<file path="config.mk">
export PLATFORM = sky130hd
export DESIGN_NAME = lcd_ctrl_flat
export DESIGN_NICKNAME = d
export VERILOG_FILES = /design/src/rtl/lcd_pkg.sv /design/src/rtl/lcd_if.sv /design/src/rtl/lcd_delay_cnt.sv /design/src/rtl/lcd_ctrl.sv /design/src/flat_wrapper.sv
export SDC_FILE = /design/constraint.sdc
export NUM_CORES = 1
export LEC_CHECK = 0
export ABC_AREA = 1
export CORE_ASPECT_RATIO = 1.75
export CORE_MARGIN = 5
export CORE_UTILIZATION = 47
export DETAILED_ROUTE_END_ITERATION = 10
export GPL_TIMING_DRIVEN = 0
export PLACE_DENSITY = 0.83
export SETUP_SLACK_MARGIN = 0.3
export SLEW_MARGIN = 20
export SYNTH_ARGS = -nofsm -noshare
export SYNTH_HDL_FRONTEND = slang
export SYNTH_SLANG_ARGS = --single-unit
</file>
<file path="constraint.sdc">
create_clock -name clk_i -period 1.8 [get_ports clk_i]
set_clock_uncertainty 0.2 [all_clocks]
set_input_delay 0.36 -clock clk_i [delete_from_list [all_inputs] [get_ports clk_i]]
set_output_delay 0.36 -clock clk_i [all_outputs]
set_load 0.005 [all_outputs]
</file>
<file path="src/rtl/lcd_pkg.sv">
// -----------------------------------------------------------------------------
// lcd_pkg -- shared definitions for the HD44780-style LCD write controller.
//
// Contents: controller state enum, io_lcd_o bit positions, the opcodes that
// need the long execution wait, the power-up init table and small helpers.
//
// Build option: define LCD_INIT_EN to include the power-up init states and
// the init table; without it they are left out entirely.
// -----------------------------------------------------------------------------
package lcd_pkg;

    typedef enum logic [2:0] {
        ST_IDLE      = 3'd0,
        ST_SETUP     = 3'd1,
        ST_PULSE     = 3'd2,
        ST_HOLD      = 3'd3,
        ST_EXEC      = 3'd4
`ifdef LCD_INIT_EN
        ,
        ST_INIT_WAIT = 3'd5,
        ST_INIT_LOAD = 3'd6
`endif
    } lcd_state_e;

    // Bit positions inside the packed io_lcd_o bus; all other bits are 0.
    localparam int LCD_ON_BIT = 31;
    localparam int LCD_EN_BIT = 10;
    localparam int LCD_RS_BIT = 9;
    localparam int LCD_RW_BIT = 8;

    // Instructions that need the long execution wait (clear / return home).
    localparam logic [7:0] OP_CLEAR     = 8'h01;
    localparam logic [7:0] OP_HOME      = 8'h02;
    localparam logic [7:0] OP_HOME_ALT  = 8'h03;

`ifdef LCD_INIT_EN
    // Power-up sequence: 8-bit/2-line, display on, clear, entry mode.
    // Entry 0 is sent first.
    localparam int INIT_LEN = 4;
    localparam logic [INIT_LEN-1:0][7:0] INIT_TABLE = {8'h06, 8'h01, 8'h0C, 8'h38};
`endif

    function automatic int max_int(input int a, input int b);
        return (a > b) ? a : b;
    endfunction

    function automatic logic is_long_cmd(input logic rs, input logic [7:0] data);
        return !rs && ((data == OP_CLEAR) || (data == OP_HOME) || (data == OP_HOME_ALT));
    endfunction

    // ON is always 1 and RW always 0 (write-only controller).
    function automatic logic [31:0] pack_io(input logic en, input logic rs, input logic [7:0] data);
        logic [31:0] io;
        io             = '0;
        io[LCD_ON_BIT] = 1'b1;
        io[LCD_EN_BIT] = en;
        io[LCD_RS_BIT] = rs;
        io[LCD_RW_BIT] = 1'b0;
        io[7:0]        = data;
        return io;
    endfunction

endpackage

</file>
<file path="src/rtl/lcd_if.sv">
// -----------------------------------------------------------------------------
// lcd_if -- command request channel into the LCD controller.
//
// Signals (names follow the controller's point of view):
//   cmd_valid_i  sender has a request
//   cmd_rs_i     0 = instruction, 1 = data
//   cmd_data_i   byte to write
//   cmd_ready_o  controller can accept a request this cycle
//   busy_o       inverse of cmd_ready_o
// Modports: master = request sender, slave = lcd_ctrl.
// -----------------------------------------------------------------------------
interface lcd_if;
    logic       cmd_valid_i;
    logic       cmd_rs_i;
    logic [7:0] cmd_data_i;
    logic       cmd_ready_o;
    logic       busy_o;

    modport master (
        output cmd_valid_i, cmd_rs_i, cmd_data_i,
        input  cmd_ready_o, busy_o
    );

    modport slave (
        input  cmd_valid_i, cmd_rs_i, cmd_data_i,
        output cmd_ready_o, busy_o
    );
endinterface

</file>
<file path="src/rtl/lcd_delay_cnt.sv">
// -----------------------------------------------------------------------------
// lcd_delay_cnt -- loadable down-counter with a done flag.
//
// Ports:
//   clk_i, rst_i   clock, asynchronous active-high reset
//   load_i         load load_val_i this cycle (wins over counting)
//   load_val_i     value to load; a phase of N cycles loads N-1
//   done_o         counter is at zero
// The counter sits at RST_VAL while reset is held and stops at zero.
// -----------------------------------------------------------------------------
module lcd_delay_cnt #(
    parameter int               WIDTH   = 8,
    parameter logic [WIDTH-1:0] RST_VAL = '0
) (
    input  logic             clk_i,
    input  logic             rst_i,
    input  logic             load_i,
    input  logic [WIDTH-1:0] load_val_i,
    output logic             done_o
);

    logic [WIDTH-1:0] cnt_q;
    logic [WIDTH-1:0] cnt_d;

    always_comb begin
        // NOTE: assign a default first so every path drives cnt_d -- no latch.
        cnt_d = cnt_q;
        if (load_i) begin
            cnt_d = load_val_i;
        end else if (cnt_q != '0) begin
            cnt_d = cnt_q - WIDTH'(1);
        end
    end

    // NOTE: sequential state uses non-blocking assignment so every flop
    // samples the pre-edge values.
    always_ff @(posedge clk_i or posedge rst_i) begin
        if (rst_i) begin
            cnt_q <= RST_VAL;
        end else begin
            cnt_q <= cnt_d;
        end
    end

    assign done_o = (cnt_q == '0);

endmodule

</file>
<file path="src/rtl/lcd_ctrl.sv">
// -----------------------------------------------------------------------------
// lcd_ctrl -- write-only controller for a parallel character LCD.
//
// Takes one request (RS + byte) at a time over lcd_if and plays it out on the
// packed LCD pins: RS/DATA set up, EN pulse, RS/DATA hold, then an execution
// wait (long for clear/home instructions) before the next request is taken.
//
// Ports:
//   clk_i     clock, rising edge
//   rst_i     asynchronous active-high reset
//   cmd_if    lcd_if.slave request channel (valid/ready/rs/data/busy)
//   io_lcd_o  bit31 ON, bit10 EN, bit9 RS, bit8 RW, bits7:0 DATA, others 0
//
// Build option LCD_INIT_EN: after reset wait POWERUP_CYC cycles, then send the
// init table from lcd_pkg before first reporting ready. Without it the
// controller comes out of reset directly in IDLE.
// -----------------------------------------------------------------------------
module lcd_ctrl
    import lcd_pkg::*;
#(
    parameter int SETUP_CYC     = 2,
    parameter int PULSE_CYC     = 12,
    parameter int HOLD_CYC      = 2,
    parameter int EXEC_CYC      = 2000,
    parameter int LONG_EXEC_CYC = 82000,
    parameter int POWERUP_CYC   = 750000
) (
    input  logic        clk_i,
    input  logic        rst_i,
    lcd_if.slave        cmd_if,
    output logic [31:0] io_lcd_o
);

    // One counter serves every phase, so it is sized for the longest one.
    localparam int MAX_CYC = max_int(max_int(max_int(SETUP_CYC, PULSE_CYC), max_int(HOLD_CYC, EXEC_CYC)),
                                     max_int(LONG_EXEC_CYC, POWERUP_CYC));
    localparam int CNT_W   = $clog2(MAX_CYC + 1);

    localparam logic [CNT_W-1:0] SETUP_LD = CNT_W'(SETUP_CYC - 1);
    localparam logic [CNT_W-1:0] PULSE_LD = CNT_W'(PULSE_CYC - 1);
    localparam logic [CNT_W-1:0] HOLD_LD  = CNT_W'(HOLD_CYC - 1);
    localparam logic [CNT_W-1:0] EXEC_LD  = CNT_W'(EXEC_CYC - 1);
    localparam logic [CNT_W-1:0] LONG_LD  = CNT_W'(LONG_EXEC_CYC - 1);

`ifdef LCD_INIT_EN
    localparam lcd_state_e       RESET_STATE = ST_INIT_WAIT;
    localparam logic [CNT_W-1:0] CNT_RST_VAL = CNT_W'(POWERUP_CYC - 1);
`else
    localparam lcd_state_e       RESET_STATE = ST_IDLE;
    localparam logic [CNT_W-1:0] CNT_RST_VAL = '0;
`endif

    lcd_state_e       state_q;
    logic             en_q;
    logic             rs_q;
    logic [7:0]       data_q;
`ifdef LCD_INIT_EN
    logic [1:0]       init_idx_q;
    logic             init_done_q;
`endif

    logic             cmd_ready;
    logic             accept;
    logic             cnt_load;
    logic [CNT_W-1:0] cnt_val;
    logic             cnt_done;

    // Ready is a decode of the state register; gating with rst_i keeps it low
    // for the whole time reset is held, even though IDLE is the reset state of
    // the no-init build.
    assign cmd_ready        = (state_q == ST_IDLE) && !rst_i;
    assign accept           = cmd_ready && cmd_if.cmd_valid_i;
    assign cmd_if.cmd_ready_o = cmd_ready;
    assign cmd_if.busy_o      = !cmd_ready;

    assign io_lcd_o = pack_io(en_q, rs_q, data_q);

    // Counter reload: each phase loads its length minus one on the cycle the
    // FSM moves into it, so the phase lasts exactly its length.
    always_comb begin
        cnt_load = 1'b0;
        cnt_val  = '0;
        case (state_q)
            ST_IDLE: begin
                if (accept) begin
                    cnt_load = 1'b1;
                    cnt_val  = SETUP_LD;
                end
            end
            ST_SETUP: begin
                if (cnt_done) begin
                    cnt_load = 1'b1;
                    cnt_val  = PULSE_LD;
                end
            end
            ST_PULSE: begin
                if (cnt_done) begin
                    cnt_load = 1'b1;
                    cnt_val  = HOLD_LD;
                end
            end
            ST_HOLD: begin
                if (cnt_done) begin
                    cnt_load = 1'b1;
                    cnt_val  = is_long_cmd(rs_q, data_q) ? LONG_LD : EXEC_LD;
                end
            end
`ifdef LCD_INIT_EN
            ST_INIT_LOAD: begin
                cnt_load = 1'b1;
                cnt_val  = SETUP_LD;
            end
`endif
            default: ;
        endcase
    end

    lcd_delay_cnt #(
        .WIDTH   (CNT_W),
        .RST_VAL (CNT_RST_VAL)
    ) u_delay_cnt (
        .clk_i      (clk_i),
        .rst_i      (rst_i),
        .load_i     (cnt_load),
        .load_val_i (cnt_val),
        .done_o     (cnt_done)
    );

    always_ff @(posedge clk_i or posedge rst_i) begin
        if (rst_i) begin
            state_q     <= RESET_STATE;
            en_q        <= 1'b0;
            rs_q        <= 1'b0;
            data_q      <= 8'h00;
`ifdef LCD_INIT_EN
            init_idx_q  <= 2'd0;
            init_done_q <= 1'b0;
`endif
        end else begin
            case (state_q)
                ST_IDLE: begin
                    if (accept) begin
                        rs_q    <= cmd_if.cmd_rs_i;
                        data_q  <= cmd_if.cmd_data_i;
                        state_q <= ST_SETUP;
                    end
                end
                ST_SETUP: begin
                    if (cnt_done) begin
                        en_q    <= 1'b1;
                        state_q <= ST_PULSE;
                    end
                end
                ST_PULSE: begin
                    if (cnt_done) begin
                        en_q    <= 1'b0;
                        state_q <= ST_HOLD;
                    end
                end
                ST_HOLD: begin
                    if (cnt_done) begin
                        state_q <= ST_EXEC;
                    end
                end
                ST_EXEC: begin
                    if (cnt_done) begin
`ifdef LCD_INIT_EN
                        if (!init_done_q && (init_idx_q != 2'(INIT_LEN - 1))) begin
                            init_idx_q <= init_idx_q + 2'd1;
                            state_q    <= ST_INIT_LOAD;
                        end else begin
                            init_done_q <= 1'b1;
                            state_q     <= ST_IDLE;
                        end
`else
                        state_q <= ST_IDLE;
`endif
                    end
                end
`ifdef LCD_INIT_EN
                ST_INIT_WAIT: begin
                    if (cnt_done) begin
                        state_q <= ST_INIT_LOAD;
                    end
                end
                ST_INIT_LOAD: begin
                    rs_q    <= 1'b0;
                    data_q  <= INIT_TABLE[init_idx_q];
                    state_q <= ST_SETUP;
                end
`endif
                default: begin
                    state_q <= RESET_STATE;
                    en_q    <= 1'b0;
                end
            endcase
        end
    end

endmodule
</file>
<file path="src/flat_wrapper.sv">
// flat-port wrapper written by rule: the top's interface ports become plain ports
module lcd_ctrl_flat import lcd_pkg::*;
#(
    parameter int SETUP_CYC     = 2,
    parameter int PULSE_CYC     = 12,
    parameter int HOLD_CYC      = 2,
    parameter int EXEC_CYC      = 2000,
    parameter int LONG_EXEC_CYC = 82000,
    parameter int POWERUP_CYC   = 750000
)
  (clk_i, rst_i, io_lcd_o, cmd_if_cmd_valid_i, cmd_if_cmd_rs_i, cmd_if_cmd_data_i, cmd_if_cmd_ready_o, cmd_if_busy_o);
  lcd_if cmd_if_i ();
  input  logic clk_i;
  input  logic rst_i;
  output logic [31:0] io_lcd_o;
  input wire logic [$bits(cmd_if_i.cmd_valid_i)-1:0] cmd_if_cmd_valid_i;
  input wire logic [$bits(cmd_if_i.cmd_rs_i)-1:0] cmd_if_cmd_rs_i;
  input wire logic [$bits(cmd_if_i.cmd_data_i)-1:0] cmd_if_cmd_data_i;
  output wire logic [$bits(cmd_if_i.cmd_ready_o)-1:0] cmd_if_cmd_ready_o;
  output wire logic [$bits(cmd_if_i.busy_o)-1:0] cmd_if_busy_o;
  assign cmd_if_i.cmd_valid_i = cmd_if_cmd_valid_i;
  assign cmd_if_i.cmd_rs_i = cmd_if_cmd_rs_i;
  assign cmd_if_i.cmd_data_i = cmd_if_cmd_data_i;
  assign cmd_if_cmd_ready_o = cmd_if_i.cmd_ready_o;
  assign cmd_if_busy_o = cmd_if_i.busy_o;
  lcd_ctrl #(.SETUP_CYC(SETUP_CYC), .PULSE_CYC(PULSE_CYC), .HOLD_CYC(HOLD_CYC), .EXEC_CYC(EXEC_CYC), .LONG_EXEC_CYC(LONG_EXEC_CYC), .POWERUP_CYC(POWERUP_CYC)) u_core (.clk_i(clk_i), .rst_i(rst_i), .cmd_if(cmd_if_i), .io_lcd_o(io_lcd_o));
endmodule
</file>
### Word level (Yosys, flattened, before mapping)

Cells that the tools add are included.

* register bits: 33
* output and inout bits: 34
* input port bits: 12

* bitwise gates (word level): 1
* equality and inequality tests: 12
* multiplexer cells: 20
* reduce and logical (&&, ||, !) cells: 17
* add/sub/neg operators: 1

Operator list (number)
* one-hot mux 20 bit (4 select lines): 1
* two-way mux 20 bit: 3
* zero test 20 bit: 1
* nonzero test 20 bit: 1
* subtractor 20 x 1 -> 20 bit (second input constant): 1
* two-way mux 17 bit: 1
* equality test 8 x 2 -> 1 bit (second input constant): 2
* two-way mux 3 bit: 5
* one-hot mux 3 bit (5 select lines): 1
* != test 2 x 1 -> 1 bit (second input constant): 5
* equality test 8 x 1 -> 1 bit (second input constant): 1
* equality test 3 x 2 -> 1 bit (second input constant): 2
* two-way mux 1 bit: 6
* OR reduction 3 bit: 2
* AND reduction 5 bit: 1
* two-way mux 4 bit: 1
* equality test 3 x 1 -> 1 bit (second input constant): 1
* equality test 3 bit (second input constant): 1
* logical AND 1 bit: 3
* zero test 1 bit: 3
* zero test 3 bit: 1
* one-hot mux 1 bit (3 select lines): 1
* AND reduction 3 bit: 1
* logical OR 1 bit: 2
* other kinds (4): 4

### Longest topological paths before layout

Gate-level depths: netlist (run 1).

* depth in word-level cells: 8
* depth in mapped cells: 9
* depth with buffers taken out: 9

### Modules after synthesis

A second synthesis (run 1) with hierarchy kept.

* cells, all modules: 299
* area total of the unflattened synthesis: 2278.4 um2

By module, submodules not included
* lcd_delay_cnt: area an instance 1388.8 um2, cells each 183, sequential area each 500.5 um2, instances 1
* lcd_ctrl: area an instance 889.6 um2, cells each 116, sequential area each 325.3 um2, instances 1

### Worst setup path after synthesis (run 1)

Ideal clock, no wire load.

* path kind: input to register
* start: input rst_i
* end: register u_core.u_delay_cnt.cnt_q[6]
* setup slack: -0.342 ns
* stages: 6
* library setup time: 0.129 ns
* required time: 1.471 ns
* arrival time: 1.813 ns
* cells stage by stage: inv_1 nand4_2 buf_4 buf_4 nand3_1 a21oi_1

* cells in the longest elaborated chain, start to end: 6
* elaborated cells between the ends (all ways): 7

Ends and longest elaborated chain
* start: declaration: RTL line flat_wrapper.sv:14 `input logic rst_i;`
* zero test 1 bit *: RTL line lcd_ctrl.sv:71 `assign cmd_ready = (state_q == ST_IDLE) && !rst_i;`
* logical AND 1 bit *: RTL line lcd_ctrl.sv:71
* logical AND 1 bit *: RTL line lcd_ctrl.sv:72 `assign accept = cmd_ready && cmd_if.cmd_valid_i;`
* two-way mux 1 bit *: RTL line lcd_ctrl.sv:85 `if (accept) begin`
* one-hot mux 1 bit (2 select lines) *: RTL line lcd_ctrl.sv:83 `case (state_q)`
* two-way mux 20 bit or nonzero test 2 bit (tied branches)
* end signal: assignment: RTL line lcd_delay_cnt.sv:41 `cnt_q <= cnt_d;`
* end: declaration: RTL line lcd_delay_cnt.sv:22 `logic [WIDTH-1:0] cnt_q;`

Mark *: on every way between the ends. The rest lies on a longest branch, timed or not.
A chain may end at the register's enable or synchronous reset.

### Worst setup path after layout (run 1)

* start: register u_core.state_q[1]
* end: output cmd_if_cmd_ready_o

* cells in the longest elaborated chain, start to end: 2

Ends and longest elaborated chain
* start: declaration: RTL line lcd_ctrl.sv:53 `lcd_state_e state_q;`
* start signal: assignment: RTL line lcd_ctrl.sv:131 `state_q <= RESET_STATE;`
* start signal: assignment: RTL line lcd_ctrl.sv:145 `state_q <= ST_SETUP;`
* start signal: assignment: RTL line lcd_ctrl.sv:151 `state_q <= ST_PULSE;`
* zero test 3 bit: RTL line lcd_ctrl.sv:71
* logical AND 1 bit: RTL line lcd_ctrl.sv:71
* end: declaration: RTL line flat_wrapper.sv:19 `output wire logic [$bits(cmd_if_i.cmd_ready_o)-1:0] cmd_if_cmd_ready_o;`

Every way passes these cells.

==> results of run 1 <==
## routing by layer
layer	routed length, um	part of all wire	vias up
met5	0	0	-
met4	444	0.060	0
met3	424	0.057	38
met2	4090	0.55	125
met1	2480	0.33	1125
li1	-	-	1074
## state kept, by name, indices dropped and copies added, names as in the netlist
| signal | count |
|---|---|
| u_core.u_delay_cnt.cnt_q | 20 |
| u_core.data_q | 8 |
| u_core.state_q | 3 |
| u_core.en_q | 1 |
| u_core.rs_q | 1 |
## final timing paths
| path | from | slack [ns] | end | cells past startpoint |
|---|---|---|---|---|
| max in group asynchronous | rst_i | 0.66 | u_core.state_q[0] | 2 |
| max | u_core.state_q[1] | -0.09 | cmd_if_cmd_ready_o | 6 |
| max reg2reg | u_core.u_delay_cnt.cnt_q[13] | -0.05 | u_core.u_delay_cnt.cnt_q[1] | 7 |
| min | rst_i | 0.24 | u_core.u_delay_cnt.cnt_q[2] | 3 |
| min reg2reg | u_core.data_q[4] | 0.30 | u_core.data_q[4] | 2 |
| min in group clk_i | u_core.data_q[4] | 0.30 | u_core.data_q[4] | 2 |
## cells by family (layout without fill, tap and decap cells)
logic type	Yosys count	count (layout)	share of synthesized area
simple gates	176	176	0.406
buf+inv	53	127	0.131
flops	33	33	0.363
compound gates	20	20	0.0507
xor+xnor	9	9	0.0347
fa+ha+maj	2	2	0.0110
other cells	2	22	0.00331
## power by group through the flow
stage | clock network (mW) | registers [mW] | logic [mW]
after floorplan | 0 | 1.35 | 1.94
after global routing | 0.620 | 1.45 | 4.14
after CTS | 0.592 | 1.37 | 3.24
after global placement | 0 | 1.40 | 2.49
final | 0.587 | 1.41 | 3.80
after detailed placement | 0 | 1.41 | 2.56
## per-stage QoR
stage / area, um^2 / worst slack, ns
final: 3390 / -0.0906
after global routing: 3390 / -0.157
after floorplan: 2410 / -0.104
after CTS: 3170 / -0.0521
after detailed placement: 2710 / -1.03
after global placement: 2710 / -1.02
## repair_timing
| action | CTS | global route |
|---|---|---|
| setup endpoints to repair | 45 | 43 |
| cloned | 3 | 0 |
| gates resized for setup | 68 | 35 |
| buffers inserted | 26 | 15 |
| pin swaps | 20 | 16 |
## worst min-delay path, stage by stage
cell and delay (ns):
dlygate4sd2_1 0.33, clkinvlp_4 0.16, buf_4 0.26
## area by class of cell
type	instances	area (um^2)	share of cell area
repair buffers	66	634	0.187
well taps	52	65.1	0.0192
multi-input cells	229	1440	0.423
inverters	27	113	0.0332
repair inverters	1	5.00	0.00147
plain buffers	26	223	0.0656
flip-flops and latches	33	833	0.245
clock buffers	7	86.3	0.0254
## layout by cell type (no fill, tap or decap), types with 8 or more instances in the layout
| cell | count |
|---|---|
| nand3_1 | 13 |
| inv_1 | 16 |
| buf_4 | 53 |
| dfrtp_1 | 27 |
| buf_6 | 16 |
| nand2_2 | 10 |
| inv_2 | 8 |
| conb_1 | 22 |
| nor2_1 | 25 |
| nand2_1 | 72 |
| clkdlybuf4s50_1 | 10 |
| nor2_4 | 9 |
| nor2_2 | 9 |
==> results.cfg, run 1 <==
[critical_path]
critPathBufInv = 3
cp-start-kind = register
slowest_stage = dfrtp_1
cpPeakStageDelay_ns = 0.41
crit_fanout = 2
cpMostUsedCell = buf_6
cp.required_ns = 1.24
critPathArrivalTime_ns = 1.33
criticalPathCategory = register to output port
cp_cell_sequence = nor2_4 -> nand2_2 -> nor2_2 -> buf_4 -> buf_6 -> buf_6
endpoint_kind = output port
cp_top_family = flip-flops

[route]
ant_nets = 0
drt_iter0_drc = 80
drtPass1Iterations = 7
avgViaCountPerCell = 5.36
wl_um = 7440
via_count = 2362
drc_errors = 0
wl_per_cell_um = 16.9

[clock_tree]
cts_tree = done
root_buffer = clkbuf_8
path_clk_slew_ns = 0.07
ctsHoldBuffers = 0
h-tree-depth = 2
clk_latency_ns = 0.29
ctsLongestPathBuffers = 2
clkSinkCount = 33
cts_buffers = 5

[placement]
dp.cells = 390
io_buffers = 23
place_congestion = 0.959
dp.final_hpwl_um = 3940

[grt]
antenna_found_initial = 0
grt_use_met1 = 0.193
grt_use_met3 = 0.0429
top_usage_layer = met2
grt_overflow = 0
grt_max_degree = 18
grt.total_usage = 0.215
met2_usage = 0.416
grt_pass1_vias = 2395
grt_pass1_wl_um = 10800

[sta]
worst_slew_pin_slew_ns = 0.876
min_period_over_period = 1.05
finalSetupViolations = 12
rsz0062_at_grt = true
max_clock_freq_mhz = 529
hold_slack_ns = 0.238
period_needed_ns = 1.89
final.setup.worst_slack_ns = -0.0906
slew_violations = 0
tns_ns = -0.378
slew_headroom = 0.413
hold_viol = 0

[layout]
synthToLayoutAreaGrowth_pct = 49.4
post-route-util = 0.721
diodes = 0
stdcell_count = 441
fillers = 322
nets = 403
drive_gt1_frac = 0.424

[power_and_ir_drop]
p_int_mw = 3.03
powerDensity_nw_per_um2 = 1710
p_seq_frac = 0.244
p_total_mw = 5.80
switchingPower_mw = 2.77
power_frac_clock = 0.101
p_comb_frac = 0.655
switching_share = 0.478
p_leak_nw = 1.71
ir_worst_vdd_uv = 1290

[floorplan]
die_w_um = 62.6
rows = 33
io_pins = 46
initial_core_util = 0.483
fp.dieArea_um2 = 6380
die_height_um = 102
core_area_um2 = 4710

[synth]
synthTopCellsByArea = dfrtp_1, nand2_1, buf_4
synthTopCellsByCount = nand2_1, dfrtp_1, nor2_1
ys_async_sr_fraction = 1.00
synth_seq_cells = 33
synth.most_common_cell = nand2_1
synthDistinctLibCells = 32
syn_area_per_cell_um2 = 7.70
synth_top_area_frac = 0.363
synth_edf_count = 0
synth_ff_type = dfrtp_1
synthCells = 295
synth_top_area_cell = dfrtp_1
ys_seq_area_frac = 0.363
synth_area_um2 = 2270
ys_warn_count = 0

[hold_path]
hold_path.class = primary input to asynchronous set/reset pin

[run_status]
status = finished, violations left
violations = setup timing

[flow_run]
max_cap_viol_count = 0
Power figures use the tool's default switching activity.
==> run 2, diff against run 1 <==
Settings changed: GPL_ROUTABILITY_DRIVEN set to 0.
Clock period 1.8 ns to 1.7 ns, I/O delays scaled along.
==> run 2 against run 1 <==
The flow still finishes with violations (setup timing). Sequential power rose by 9%. Via count rose by 11%. Core utilization rose by 6.0 points. Clock-buffer cell count fell by 2. Routed wire length rose by 33%. Non-clock buffer count rose by 18. Worst setup slack got worse by 0.15 ns. Clock power rose by 41%. Final area rose by 8.3%. Total power rose by 25%. Final cell count rose by 4.3%. Sequential cell count did not move. Critical endpoint is now u_core.state_q[0]. Largest cell class unchanged.
==> results.cfg, run 2 (synthesis results as in run 1) <==
[sta]
hold_slack_ns = 0.171
worst_slew_pin_slew_ns = 0.874
slew_headroom = 0.414
slew_violations = 0
period_needed_ns = 1.94
final.setup.worst_slack_ns = -0.237
finalSetupViolations = 26
max_clock_freq_mhz = 516
hold_viol = 0
rsz0062_at_grt = true
min_period_over_period = 1.14

[route]
wl_per_cell_um = 21.6
via_count = 2621
top_layer_used = met4
avgViaCountPerCell = 5.70
drt_iter0_drc = 163
ant_nets = 0
drtPass1Iterations = 5
drt-met1-wl_um = 3150
wl_um = 9930
wl_met3_um = 831
drc_errors = 0
route.met2.wl_um = 5060

[critical_path]
critPathArrivalTime_ns = 1.94
crit_fanout = 5
r2r_cells = 9
worst_r2r_endpoint = u_core.state_q[0]
rr_startpoint = u_core.u_delay_cnt.cnt_q[3]
cp-start-kind = register
cp.required_ns = 1.71
r2r_slack_ns = -0.24
endpoint_kind = register
criticalPathCategory = register to register

[power_and_ir_drop]
power_frac_clock = 0.115
p_comb_frac = 0.672
p_leak_nw = 1.81
powerDensity_nw_per_um2 = 1960
switchingPower_mw = 3.59
ir_worst_vdd_uv = 1380
switching_share = 0.497
p_int_mw = 3.64
p_seq_frac = 0.213

[placement]
dp.final_hpwl_um = 4090
dp.cells = 390
io_buffers = 23
pre_cts_slack_ns = -1.11

[layout]
synthToLayoutAreaGrowth_pct = 61.8
largestRegisters = u_core.u_delay_cnt.cnt_q x20, u_core.data_q x8, u_core.state_q x3
seq_area_um2 = 835
stdcell_count = 460
final_cell_mix = buf_4, nand2_1, dfrtp_1
regMostFlops = u_core.u_delay_cnt.cnt_q
nets = 421
drive_gt1_frac = 0.547
final_common_cell = buf_4
largest_register_ffs = 20
multiInputGateArea_um2 = 1600
fillers = 266
diodes = 0

[clock_tree]
clk_latency_ns = 0.32
h-tree-depth = 2
ctsHoldBuffers = 0
clkSinkCount = 33
path_clk_slew_ns = 0.09
root_buffer = clkbuf_8
ctsLongestPathBuffers = 2
cts_buffers = 5
cts_tree = done

[grt]
grt_max_degree = 18
antenna_found_initial = 0
grt.total_usage = 0.243
grt_pass1_wl_um = 12000
grt_overflow = 0
grt_pass1_vias = 2596

[hold_path]
hold_path.class = primary input to asynchronous set/reset pin

[floorplan]
core_area_um2 = 4710
die_w_um = 62.6
initial_core_util = 0.483
die_height_um = 102
fp.dieArea_um2 = 6380
io_pins = 46
rows = 33

[flow_run]
max_cap_viol_count = 0

[run_status]
violations = setup timing
status = finished, violations left
[run 2: changes by cell type in the layout (fill, tap and decap cells not counted), moves of 3 or more]
cell	previous run	this run
buf_2	0	8
nor2_1	25	20
clkdlybuf4s15_1	6	0
nand2_1	72	51
buf_4	53	69
buf_6	16	19
nor2_4	9	13
nand2_4	3	10
nand2_2	10	24
[run 2: worst max-delay path by stage]
| stage | start | end | slack [ns] | cells after the start |
|---|---|---|---|---|
| detailed placement | rst_i | u_core.u_delay_cnt.cnt_q[1] | -1.11 | 7 |
| global placement | rst_i | u_core.u_delay_cnt.cnt_q[18] | -1.09 | 7 |
| CTS | u_core.u_delay_cnt.cnt_q[10] | u_core.u_delay_cnt.cnt_q[1] | -0.06 | 7 |
| finish | u_core.u_delay_cnt.cnt_q[3] | u_core.state_q[0] | -0.24 | 9 |
| floorplan | rst_i | u_core.u_delay_cnt.cnt_q[6] | -0.18 | 6 |
| global route | u_core.u_delay_cnt.cnt_q[6] | u_core.state_q[0] | -0.30 | 9 |
[run 2: what timing repair did]
item,4_1_cts,5_1_grt
endpoints found under the setup margin,45,41
gates cloned,2,0
pin swaps,40,30
buffers inserted,44,16
resized for setup,117,47
[run 2: routing by layer]
layer / up-vias / global-route usage
met1: 1227 / 0.201
met3: 78 / 0.0495
met5: - / 0
li1: 1114 / -
met4: 0 / 0.243
met2: 202 / 0.457
[run 2: through the flow]
| stage | setup TNS (ns) | power [mW] | cell area, um^2 | util |
|---|---|---|---|---|
| 6_report | -4.02 | 7.22 | 3680 | 0.781 |
| 2_1_floorplan | -3.57 | 3.48 | 2410 | - |
| 3_5_place_dp | -33.00 | 4.22 | 2710 | 0.575 |
| 5_1_grt | -4.97 | 7.52 | 3680 | 0.781 |
| 4_1_cts | -0.339 | 6.08 | 3380 | 0.718 |
| 3_3_place_gp | -32.74 | 4.12 | 2710 | 0.575 |
[run 2: cell type report]
class,instances,area share
inverter,27,0.0306
tap,52,0.0177
timing repair inverter,1,0.00136
clock inverter,3,0.0126
timing repair buffer,84,0.196
clock buffer,5,0.0187
multi-input combinational,229,0.436
sequential,33,0.227
buffer,26,0.0606
[run 2: critical path, stage by stage (launching register included)]
cell     delay (ns)
dfrtp_2        0.47
nor2_4         0.23
inv_2          0.08
nor2_4         0.17
nand3_4        0.16
buf_6          0.17
o21ai_4        0.06
nand2_2        0.11
nand2_1        0.11
o21ai_1        0.07
[run 2: power groups by stage]
stage                     Sequential, mW  Combinational [mW]  Clock, mW
after floorplan                     1.43                2.05          0
after detailed placement            1.49                2.72          0
after global placement              1.48                2.64          0
after global routing                1.58                5.10      0.844
final                               1.54                4.86      0.829
after CTS                           1.46                3.83      0.791
